==> src/rtl/reorder_buffer_if.sv <==
// ============================================================================
// Module      : reorder_buffer_if
// Description : Dispatch, completion and retire bundle of the reorder buffer.
// Revision    : 1.0 - initial release
// ============================================================================
`default_nettype none

interface reorder_buffer_if #(
    parameter int PREG_W = 7,
    parameter int DATA_W = 32,
    parameter int IDX_W  = 4
);
    logic [1:0]                   i_alloc_valid;
    logic [1:0][IDX_W-1:0]        i_alloc_rob_num;
    logic [1:0][PREG_W-1:0]       i_alloc_dst;
    logic [1:0][PREG_W-1:0]       i_alloc_old_dst;
    logic [1:0]                   i_alloc_regwrite;
    logic [1:0]                   i_alloc_memwrite;

    logic [2:0]                   i_cmp_valid;
    logic [2:0][IDX_W-1:0]        i_cmp_rob_num;
    logic [2:0][DATA_W-1:0]       i_cmp_data;

    logic                         o_stall;
    logic [IDX_W:0]               o_count;
    logic [1:0]                   o_retire_valid;
    logic [1:0][PREG_W-1:0]       o_retire_dst;
    logic [1:0][PREG_W-1:0]       o_retire_old_dst;
    logic [1:0][DATA_W-1:0]       o_retire_data;
    logic [1:0]                   o_retire_regwrite;
    logic [1:0]                   o_retire_memwrite;
    logic                         o_seq_error;

    modport master (
        output i_alloc_valid, i_alloc_rob_num, i_alloc_dst, i_alloc_old_dst,
               i_alloc_regwrite, i_alloc_memwrite,
               i_cmp_valid, i_cmp_rob_num, i_cmp_data,
        input  o_stall, o_count, o_retire_valid, o_retire_dst, o_retire_old_dst,
               o_retire_data, o_retire_regwrite, o_retire_memwrite, o_seq_error
    );

    modport slave (
        input  i_alloc_valid, i_alloc_rob_num, i_alloc_dst, i_alloc_old_dst,
               i_alloc_regwrite, i_alloc_memwrite,
               i_cmp_valid, i_cmp_rob_num, i_cmp_data,
        output o_stall, o_count, o_retire_valid, o_retire_dst, o_retire_old_dst,
               o_retire_data, o_retire_regwrite, o_retire_memwrite, o_seq_error
    );
endinterface

`default_nettype wire

==> src/rtl/reorder_buffer.sv <==
// ============================================================================
// Module      : reorder_buffer
// Description : In-order reorder buffer, two-wide allocate, three completion
//               ports, in-order retire. ROB_DUAL_RETIRE_EN enables 2-wide retire.
// Revision    : 1.0 - initial release
// ============================================================================
`default_nettype none

module reorder_buffer #(
    parameter int DEPTH  = 16,
    parameter int PREG_W = 7,
    parameter int DATA_W = 32
) (
    input  logic            i_clk,
    input  logic            i_rst,
    reorder_buffer_if.slave rob_if
);
    localparam int IDX_W = $clog2(DEPTH);
    localparam int CNT_W = IDX_W + 1;

    logic [DEPTH-1:0]       valid_q, valid_d, complete_q, complete_d;
    logic [PREG_W-1:0]      dst_q  [DEPTH];
    logic [PREG_W-1:0]      dst_d  [DEPTH];
    logic [PREG_W-1:0]      old_q  [DEPTH];
    logic [PREG_W-1:0]      old_d  [DEPTH];
    logic [DATA_W-1:0]      data_q [DEPTH];
    logic [DATA_W-1:0]      data_d [DEPTH];
    logic [DEPTH-1:0]       rw_q, rw_d, mw_q, mw_d;

    logic [IDX_W-1:0]       head_q, head_d, tail_q, tail_d;
    logic [CNT_W-1:0]       count_q, count_d;
    logic                   seq_err_q, seq_err_d;

    logic [1:0]             ret_valid_q, ret_valid_d;
    logic [1:0][PREG_W-1:0] ret_dst_q, ret_dst_d, ret_old_q, ret_old_d;
    logic [1:0][DATA_W-1:0] ret_data_q, ret_data_d;
    logic [1:0]             ret_rw_q, ret_rw_d, ret_mw_q, ret_mw_d;

    logic                   w_ret0, w_ret1;
    logic [1:0]             w_nret, w_nacc;
    logic [CNT_W-1:0]       w_free;
    logic [IDX_W-1:0]       w_idx;
`ifdef ROB_DUAL_RETIRE_EN
    logic [IDX_W-1:0]       w_head1;
    assign w_head1 = head_q + IDX_W'(1);
`endif

    always_comb begin
        valid_d    = valid_q;
        complete_d = complete_q;
        dst_d      = dst_q;
        old_d      = old_q;
        data_d     = data_q;
        rw_d       = rw_q;
        mw_d       = mw_q;
        seq_err_d  = seq_err_q;
        ret_valid_d = '0;
        ret_dst_d   = '0;
        ret_old_d   = '0;
        ret_data_d  = '0;
        ret_rw_d    = '0;
        ret_mw_d    = '0;
        w_free = CNT_W'(DEPTH) - count_q;
        w_nacc = '0;
        w_idx  = tail_q;

        // Retire decisions look only at pre-edge state
        w_ret0 = valid_q[head_q] & complete_q[head_q];
`ifdef ROB_DUAL_RETIRE_EN
        w_ret1 = w_ret0 & valid_q[w_head1] & complete_q[w_head1];
`else
        w_ret1 = 1'b0;
`endif

        for (int p = 0; p < 3; p++) begin
            if (rob_if.i_cmp_valid[p]) begin
                for (int r = 0; r < p; r++) begin
                    if (rob_if.i_cmp_valid[r] &&
                        rob_if.i_cmp_rob_num[r] == rob_if.i_cmp_rob_num[p])
                        seq_err_d = 1'b1;
                end
                if (valid_q[rob_if.i_cmp_rob_num[p]]) begin
                    complete_d[rob_if.i_cmp_rob_num[p]] = 1'b1;
                    data_d[rob_if.i_cmp_rob_num[p]]     = rob_if.i_cmp_data[p];
                end else begin
                    seq_err_d = 1'b1;
                end
            end
        end

        if (w_ret0) begin
            ret_valid_d[0] = 1'b1;
            ret_dst_d[0]   = dst_q[head_q];
            ret_old_d[0]   = old_q[head_q];
            ret_data_d[0]  = data_q[head_q];
            ret_rw_d[0]    = rw_q[head_q];
            ret_mw_d[0]    = mw_q[head_q];
            valid_d[head_q]    = 1'b0;
            complete_d[head_q] = 1'b0;
        end
`ifdef ROB_DUAL_RETIRE_EN
        if (w_ret1) begin
            ret_valid_d[1] = 1'b1;
            ret_dst_d[1]   = dst_q[w_head1];
            ret_old_d[1]   = old_q[w_head1];
            ret_data_d[1]  = data_q[w_head1];
            ret_rw_d[1]    = rw_q[w_head1];
            ret_mw_d[1]    = mw_q[w_head1];
            valid_d[w_head1]    = 1'b0;
            complete_d[w_head1] = 1'b0;
        end
`endif

        // Accepted slots pack densely from tail; excess beyond free space is dropped
        for (int s = 0; s < 2; s++) begin
            if (rob_if.i_alloc_valid[s]) begin
                if (CNT_W'(w_nacc) < w_free) begin
                    w_idx = tail_q + IDX_W'(w_nacc);
                    if (rob_if.i_alloc_rob_num[s] != w_idx)
                        seq_err_d = 1'b1;
                    valid_d[w_idx]    = 1'b1;
                    complete_d[w_idx] = 1'b0;
                    data_d[w_idx]     = '0;
                    dst_d[w_idx]      = rob_if.i_alloc_dst[s];
                    old_d[w_idx]      = rob_if.i_alloc_old_dst[s];
                    rw_d[w_idx]       = rob_if.i_alloc_regwrite[s];
                    mw_d[w_idx]       = rob_if.i_alloc_memwrite[s];
                    w_nacc = w_nacc + 2'd1;
                end else begin
                    seq_err_d = 1'b1;
                end
            end
        end

        w_nret  = {1'b0, w_ret0} + {1'b0, w_ret1};
        head_d  = head_q + IDX_W'(w_nret);
        tail_d  = tail_q + IDX_W'(w_nacc);
        count_d = count_q + CNT_W'(w_nacc) - CNT_W'(w_nret);
    end

    always_ff @(posedge i_clk or posedge i_rst) begin
        if (i_rst) begin
            valid_q     <= '0;
            complete_q  <= '0;
            head_q      <= '0;
            tail_q      <= '0;
            count_q     <= '0;
            seq_err_q   <= 1'b0;
            ret_valid_q <= '0;
            ret_dst_q   <= '0;
            ret_old_q   <= '0;
            ret_data_q  <= '0;
            ret_rw_q    <= '0;
            ret_mw_q    <= '0;
        end else begin
            valid_q     <= valid_d;
            complete_q  <= complete_d;
            head_q      <= head_d;
            tail_q      <= tail_d;
            count_q     <= count_d;
            seq_err_q   <= seq_err_d;
            ret_valid_q <= ret_valid_d;
            ret_dst_q   <= ret_dst_d;
            ret_old_q   <= ret_old_d;
            ret_data_q  <= ret_data_d;
            ret_rw_q    <= ret_rw_d;
            ret_mw_q    <= ret_mw_d;
        end
    end

    // Payload is qualified by valid_q, so it needs no reset
    always_ff @(posedge i_clk) begin
        dst_q  <= dst_d;
        old_q  <= old_d;
        data_q <= data_d;
        rw_q   <= rw_d;
        mw_q   <= mw_d;
    end

    assign rob_if.o_stall           = (count_q > CNT_W'(DEPTH - 2));
    assign rob_if.o_count           = count_q;
    assign rob_if.o_seq_error       = seq_err_q;
    assign rob_if.o_retire_valid    = ret_valid_q;
    assign rob_if.o_retire_dst      = ret_dst_q;
    assign rob_if.o_retire_old_dst  = ret_old_q;
    assign rob_if.o_retire_data     = ret_data_q;
    assign rob_if.o_retire_regwrite = ret_rw_q;
    assign rob_if.o_retire_memwrite = ret_mw_q;

endmodule

`default_nettype wire

==> src/flat_wrapper.sv <==
// flat-port wrapper written by rule: the top's interface ports become plain ports
module reorder_buffer_flat 
#(
    parameter int DEPTH  = 16,
    parameter int PREG_W = 7,
    parameter int DATA_W = 32
)
  (i_clk, i_rst, rob_if_i_alloc_valid, rob_if_i_alloc_rob_num, rob_if_i_alloc_dst, rob_if_i_alloc_old_dst, rob_if_i_alloc_regwrite, rob_if_i_alloc_memwrite, rob_if_i_cmp_valid, rob_if_i_cmp_rob_num, rob_if_i_cmp_data, rob_if_o_stall, rob_if_o_count, rob_if_o_retire_valid, rob_if_o_retire_dst, rob_if_o_retire_old_dst, rob_if_o_retire_data, rob_if_o_retire_regwrite, rob_if_o_retire_memwrite, rob_if_o_seq_error);
  reorder_buffer_if #(.PREG_W(PREG_W), .DATA_W(DATA_W), .IDX_W(4)) rob_if_i ();
  input  logic i_clk;
  input  logic i_rst;
  input wire logic [$bits(rob_if_i.i_alloc_valid)-1:0] rob_if_i_alloc_valid;
  input wire logic [$bits(rob_if_i.i_alloc_rob_num)-1:0] rob_if_i_alloc_rob_num;
  input wire logic [$bits(rob_if_i.i_alloc_dst)-1:0] rob_if_i_alloc_dst;
  input wire logic [$bits(rob_if_i.i_alloc_old_dst)-1:0] rob_if_i_alloc_old_dst;
  input wire logic [$bits(rob_if_i.i_alloc_regwrite)-1:0] rob_if_i_alloc_regwrite;
  input wire logic [$bits(rob_if_i.i_alloc_memwrite)-1:0] rob_if_i_alloc_memwrite;
  input wire logic [$bits(rob_if_i.i_cmp_valid)-1:0] rob_if_i_cmp_valid;
  input wire logic [$bits(rob_if_i.i_cmp_rob_num)-1:0] rob_if_i_cmp_rob_num;
  input wire logic [$bits(rob_if_i.i_cmp_data)-1:0] rob_if_i_cmp_data;
  output wire logic [$bits(rob_if_i.o_stall)-1:0] rob_if_o_stall;
  output wire logic [$bits(rob_if_i.o_count)-1:0] rob_if_o_count;
  output wire logic [$bits(rob_if_i.o_retire_valid)-1:0] rob_if_o_retire_valid;
  output wire logic [$bits(rob_if_i.o_retire_dst)-1:0] rob_if_o_retire_dst;
  output wire logic [$bits(rob_if_i.o_retire_old_dst)-1:0] rob_if_o_retire_old_dst;
  output wire logic [$bits(rob_if_i.o_retire_data)-1:0] rob_if_o_retire_data;
  output wire logic [$bits(rob_if_i.o_retire_regwrite)-1:0] rob_if_o_retire_regwrite;
  output wire logic [$bits(rob_if_i.o_retire_memwrite)-1:0] rob_if_o_retire_memwrite;
  output wire logic [$bits(rob_if_i.o_seq_error)-1:0] rob_if_o_seq_error;
  assign rob_if_i.i_alloc_valid = rob_if_i_alloc_valid;
  assign rob_if_i.i_alloc_rob_num = rob_if_i_alloc_rob_num;
  assign rob_if_i.i_alloc_dst = rob_if_i_alloc_dst;
  assign rob_if_i.i_alloc_old_dst = rob_if_i_alloc_old_dst;
  assign rob_if_i.i_alloc_regwrite = rob_if_i_alloc_regwrite;
  assign rob_if_i.i_alloc_memwrite = rob_if_i_alloc_memwrite;
  assign rob_if_i.i_cmp_valid = rob_if_i_cmp_valid;
  assign rob_if_i.i_cmp_rob_num = rob_if_i_cmp_rob_num;
  assign rob_if_i.i_cmp_data = rob_if_i_cmp_data;
  assign rob_if_o_stall = rob_if_i.o_stall;
  assign rob_if_o_count = rob_if_i.o_count;
  assign rob_if_o_retire_valid = rob_if_i.o_retire_valid;
  assign rob_if_o_retire_dst = rob_if_i.o_retire_dst;
  assign rob_if_o_retire_old_dst = rob_if_i.o_retire_old_dst;
  assign rob_if_o_retire_data = rob_if_i.o_retire_data;
  assign rob_if_o_retire_regwrite = rob_if_i.o_retire_regwrite;
  assign rob_if_o_retire_memwrite = rob_if_i.o_retire_memwrite;
  assign rob_if_o_seq_error = rob_if_i.o_seq_error;
  reorder_buffer #(.DEPTH(DEPTH), .PREG_W(PREG_W), .DATA_W(DATA_W)) u_core (.i_clk(i_clk), .i_rst(i_rst), .rob_if(rob_if_i));
endmodule
==> config.mk <==
export PLATFORM = sky130hd
export DESIGN_NAME = reorder_buffer_flat
export DESIGN_NICKNAME = d
export VERILOG_FILES = /design/src/rtl/reorder_buffer_if.sv /design/src/rtl/reorder_buffer.sv /design/src/flat_wrapper.sv
export SDC_FILE = /design/constraint.sdc
export NUM_CORES = 2
export LEC_CHECK = 0
export ABC_AREA = 0
export CAP_MARGIN = 10
export CORE_ASPECT_RATIO = 1.75
export CORE_UTILIZATION = 30
export CTS_BUF_LIST = sky130_fd_sc_hd__clkbuf_8
export DETAILED_ROUTE_END_ITERATION = 10
export PLACE_DENSITY = 0.43
export RECOVER_POWER = 25
export SETUP_SLACK_MARGIN = 0.3
export SLEW_MARGIN = 10
export SYNTH_ARGS = -nofsm -noshare
export SYNTH_HDL_FRONTEND = slang
export SYNTH_SLANG_ARGS = --single-unit
==> constraint.sdc <==
create_clock -name i_clk -period 8.4 [get_ports i_clk]
set_input_delay 0.84 -clock i_clk [delete_from_list [all_inputs] [get_ports i_clk]]
set_output_delay 0.84 -clock i_clk [all_outputs]
set_load 0.02 [all_outputs]
# == Word level (Yosys, flattened, before mapping) ==
# Index checks and enable logic that the tools add are counted.
# classes
n_addsub,7
magnitude_cmp,26
eq_ne,5
mux,127
bitwise_logic,23
n_reduce_logical,14
# op_table
operator,count
2-to-1 mux 512 bit,10
bitwise mux 512 bit,3
bitwise AND 512 bit,2
inverter 512 bit,2
2-to-1 mux 112 bit,8
demux 32 bit (select 4 bit),5
bitwise mux 112 bit,4
2-to-1 mux 16 bit,24
2-to-1 mux 32 bit,8
binary-select mux 32 bit (select 4 bit),1
OR 16 bit,5
bitwise AND 16 bit,4
bitwise mux 16 bit,4
binary-select mux 7 bit (select 4 bit),2
demux 7 bit (select 4 bit),2
2-to-1 mux 7 bit,8
inverter 16 bit,3
2-to-1 mux 1 bit,32
greater-or-equal comparator 5 bit (second input constant),6
less-than comparator 4 x 5 -> 1 bit (second input constant),6
inverter 4 -> 5 bit,6
binary-select mux 1 bit (select 4 bit),7
less-than comparator 5 x 1 -> 1 bit (second input constant),5
demux 1 bit (select 4 bit),6
other kinds (15),39
# totals
reg_bits,863
in_bits,155

# == Depth between registers and ports, before layout ==
# depth
depth_word,21
ltp_mapped,18

# == Worst setup path before layout ==
# No wires, ideal clock.
# synth_timing
kind,flip-flop to flip-flop
startpoint,"register u_core.count_q[2], in the netlist u_core.rob_if.o_count[2]"
endpoint,register u_core.data_q[226] (netlist name)
arrival_time_ps,3887
required_ps,8280
setup_slack_ps,4393
path_stages_with_launch,15
n_path_buf,4
period_less_slack_ps,4007
path_cell_list,dfrtp_1 > inv_1 > ha_1 > nor4b_1 > o31ai_2 > buf_2 > o21a_1 > ha_1 > ha_1 > clkbuf_1 > or3b_2 > clkbuf_1 > o31ai_1 > buf_2 > a21oi_1
# synth_rtl
item,line,source
from (decl),reorder_buffer.sv:31,"logic [CNT_W-1:0] count_q, count_d;"
from (signal assigned),reorder_buffer.sv:160,count_q <= count_d;
to (signal assigned),reorder_buffer.sv:175,data_q <= data_d;
to (decl),reorder_buffer.sv:26,logic [DATA_W-1:0] data_q [DEPTH];

# == Worst setup path in the final report ==
# layout_timing
startpoint,register u_core.head_q[1]
endpoint,"register u_core.count_q[4], in the netlist u_core.rob_if.o_count[4]"
# layout_via
elab_chain_cells,4
elab_cells_between_ends,6
cone_classes,add/sub (1); mux (4); bitwise (1)
# layout_rtl
item,line,source
from (decl),reorder_buffer.sv:30,"logic [IDX_W-1:0] head_q, head_d, tail_q, tail_d;"
from (signal assigned),reorder_buffer.sv:145,head_q <= '0;
from (signal assigned),reorder_buffer.sv:158,head_q <= head_d;
binary-select mux 1 bit (select 4 bit),reorder_buffer.sv:68,w_ret0 = valid_q[head_q] & complete_q[head_q];
2-to-1 mux 1 bit (not written as such),reorder_buffer.sv:68,
bitwise AND 1 bit (*),reorder_buffer.sv:68,
via u_core.w_ret0,reorder_buffer.sv:39,"logic w_ret0, w_ret1;"
subtractor 5 x 1 -> 5 bit (*),reorder_buffer.sv:138,count_d = count_q + CNT_W'(w_nacc) - CNT_W'(w_nret);
via u_core.count_d[4],reorder_buffer.sv:31,
# Mark *: on every way through the listed nets, which the timed path passes. The rest lies on a longest branch. The select of a mux whose other input is x is not followed.

==> results.tsv <==
metric	value	unit
status	finished, violations left	
violations	max-capacitance violations, max-slew violations	
vias	46400	
cts_tree	built	
yosys-top-cells-area	dfxtp_1 30%, mux2i_1 13%, mux4_2 11%	
grt_pass1_wl	342	mm
clockBufferDepth	3	
area_growth	11.2	%
synth_top_area_cell	dfxtp_1	
p_sw_share	40.5	%
fin_skew	0.0465	ns
hp-class	flip-flop to flip-flop	
portBuffers	210	
critical_path_class	flip-flop to flip-flop	
initial_core_util	30.2	%
yosysUniqueCellTypes	68	
grt_overflow	0	
end_kind	flip-flop	
htreeDepth	4	
ys.warnings.count	0	
drt_iter0_drc	4010	
p_per_area	379	nW/um2
numCtsBuffers	152	
drv_slew	237	
relSlewSlack	-187	%
ys.flop_type	dfxtp_1	
synth_top_cell_area_share	29.7	%
netlist_area	51700	um2
clk_latency	0.94	ns
finalSetupViolations	0	
synthArstFlopShare	11.0	%
clk_pin_slew	0.08	ns
drive_above_1_share	11.2	%
final_nets	5739	
internal_power	13.0	mW
p_leak	23.1	nW
reg2reg_slack	1.79	ns
cts_root_buf	clkbuf_8	
period_share	78.7	%
cap_violations	7	
r2r-end	u_core.rob_if.o_count[4]$_DFF_PP0_	
netSwitchingPower	8.85	mW
synth_edf_count	0	
design_area	57500	um2
hold_viol_final	0	
holdWs	0.545	ns
track_usage	27.2	%
grt_max_degree	114	
cts_resized	0	
setup_tns	0	ns
crit_path_start_kind	flip-flop	
ctsHoldBuffers	0	
p_seq_share	34.0	%
dpl.hpwl	135	mm
row_count	201	
max_freq	0.151	GHz
period_needed	6.61	ns
fp.dieW	316	um
antenna_found_initial	33	
wire_per_inst	30.6	um
p_clk_share	18.1	%
synth-seq-cells	863	
dpl-instance-area	54700	um2
rr_worst_depth	15	
numPlacedInstances	7643	
viasPerCell	5.87	
place_congestion	0.831	
critPathLaunch	u_core.head_q[1]$_DFF_PP0_	
netlist_instances	5875	
worst_ep_required_time	9.20	ns
ant_nets	0	
fin_util	33.6	%
drc	0	
post_cts_buffers	0	
syn_avg_cell_area	8.81	um2
core	171000	um2
grt_setup_unrepaired	false	
crit_fanout	51	
comb_power_share	47.9	%
clkSinkCount	863	
die_h	551	um
tightest_slew	4.29	ns
stdcell_count	7916	
seq_area_frac_synth	34.3	%
vdd_ir_drop_max	0.307	mV
dieArea	174000	um2
reg2reg_from	u_core.head_q[1]$_DFF_PP0_	
routed_wl	242	mm
endpoint	u_core.rob_if.o_count[4]$_DFF_PP0_	
drtPass1Iterations	8	
grt_pass1_vias	45500	
io-pin-count	260	
critPathArrivalTime	7.41	ns
## synth_stat cells, drive strengths merged, types with 7 or more instances
cell	number
o211ai	20
a311o	96
nor4	264
nand2	707
mux4	251
xnor2	11
nor2	561
ha	18
nor2b	56
mux2i	682
xor2	17
o41ai	7
nand3	60
nor3	28
a21oi	768
buf	300
nor3b	14
a21o	14
dfxtp	768
o31ai	18
dfrtp	95
inv	31
a211o	412
nand3b	10
o21ai	46
clkbuf	537
## cells in the final DEF, fill, tap and decap left out, drive strengths merged, types with 17 or more instances in the layout
| cell type | instances |
|---|---|
| a21oi | 768 |
| dfxtp | 768 |
| nand2 | 707 |
| mux2i | 682 |
| nor2 | 561 |
| a211o | 412 |
| nor4 | 264 |
| mux4 | 251 |
| clkbuf | 178 |
| clkdlybuf4s50 | 153 |
| inv | 108 |
| buf | 107 |
| a311o | 96 |
| dfrtp | 95 |
| nand3 | 60 |
| dlygate4sd3 | 57 |
| nor2b | 56 |
| conb | 49 |
| o21ai | 46 |
| nor3 | 28 |
| o211ai | 20 |
| ha | 18 |
| o31ai | 18 |
| xor2 | 17 |
## state kept, by name, summed over array words and instances (netlist names), 4 cells and up
signal                          flops
u_core.rob_if.o_retire_data        32
u_core.old_q                      112
u_core.tail_q                       4
u_core.rw_q                        16
u_core.rob_if.o_retire_dst          7
u_core.data_q                     512
u_core.mw_q                        16
u_core.dst_q                      112
u_core.rob_if.o_retire_old_dst      7
u_core.rob_if.o_count               5
u_core.valid_q                     16
u_core.complete_q                  16
u_core.head_q                       4
## worst max-delay path: stages (launching register included)
cell and delay [ns]:
dfrtp_4 0.82, buf_4 0.80, o21ai_0 0.25, mux4_2 0.51
mux2i_1 2.07, inv_1 0.45, ha_1 0.46, inv_1 0.06
ha_1 0.16, inv_1 0.06, fa_1 0.45, inv_1 0.08
a21oi_1 0.06, nor2_1 0.08, nor2_1 0.05, xnor2_1 0.11
## metrics by stage
step                setup slack, ns  power [mW]
detailed placement             3.21        18.0
global placement               3.19        17.8
global route                   1.49        23.0
floorplan                      4.39        14.6
CTS                            3.19        22.0
finish                         1.79        21.8
## power by group through the flow
stage	clock network, mW	registers [mW]	logic, mW
3_5_place_dp	0	7.48	10.5
4_1_cts	4.07	7.39	10.5
3_3_place_gp	0	7.43	10.3
6_report	3.96	7.42	10.5
5_1_grt	4.22	7.62	11.1
2_1_floorplan	0	6.93	7.63
## layer usage
metal	up-vias	global-route usage [%]	wire, um
li1	20600	-	-
met1	23300	30.3	90700
met2	1866	48.8	124000
met3	637	4.50	13700
met4	30	15.0	13400
met5	-	0	205
## worst min-delay path by stage
stage / startpoint / endpoint / slack, ns / cells after the start
floorplan: u_core.head_q[0]$_DFF_PP0_ / u_core.head_q[0]$_DFF_PP0_ / 0.46 / 1
global placement: u_core.complete_q[1]$_DFF_PP0_ / u_core.complete_q[1]$_DFF_PP0_ / 0.52 / 2
detailed placement: u_core.complete_q[11]$_DFF_PP0_ / u_core.complete_q[11]$_DFF_PP0_ / 0.53 / 2
CTS: i_rst / u_core.rob_if.o_count[2]$_DFF_PP0_ / 0.48 / 2
global route: u_core.dst_q[63]$_DFF_P_ / u_core.dst_q[63]$_DFF_P_ / 0.56 / 2
finish: u_core.old_q[104]$_DFF_P_ / u_core.old_q[104]$_DFF_P_ / 0.55 / 2
## cells by family after synthesis
kind of cell | after synthesis | share of synthesized area (%)
xor+xnor | 28 | 0.474
compound gates | 1415 | 18.3
simple gates | 1746 | 15.1
buf+inv | 868 | 7.19
other cells | 1 | 0.00725
flops | 863 | 34.3
fa+ha+maj | 20 | 0.513
mux | 934 | 24.1
## layout make-up
cell class / count / area (um2)
inverters: 31 / 120
well taps: 2233 / 2790
fillers: 17600 / 114000
diodes: 9 / 22.5
flip-flops and latches: 863 / 17800
repair buffers: 324 / 2970
clock buffers: 171 / 2350
clock inverters: 93 / 510
multi-input cells: 4192 / 31000
Note: power is estimated with default switching activity, not from simulation.
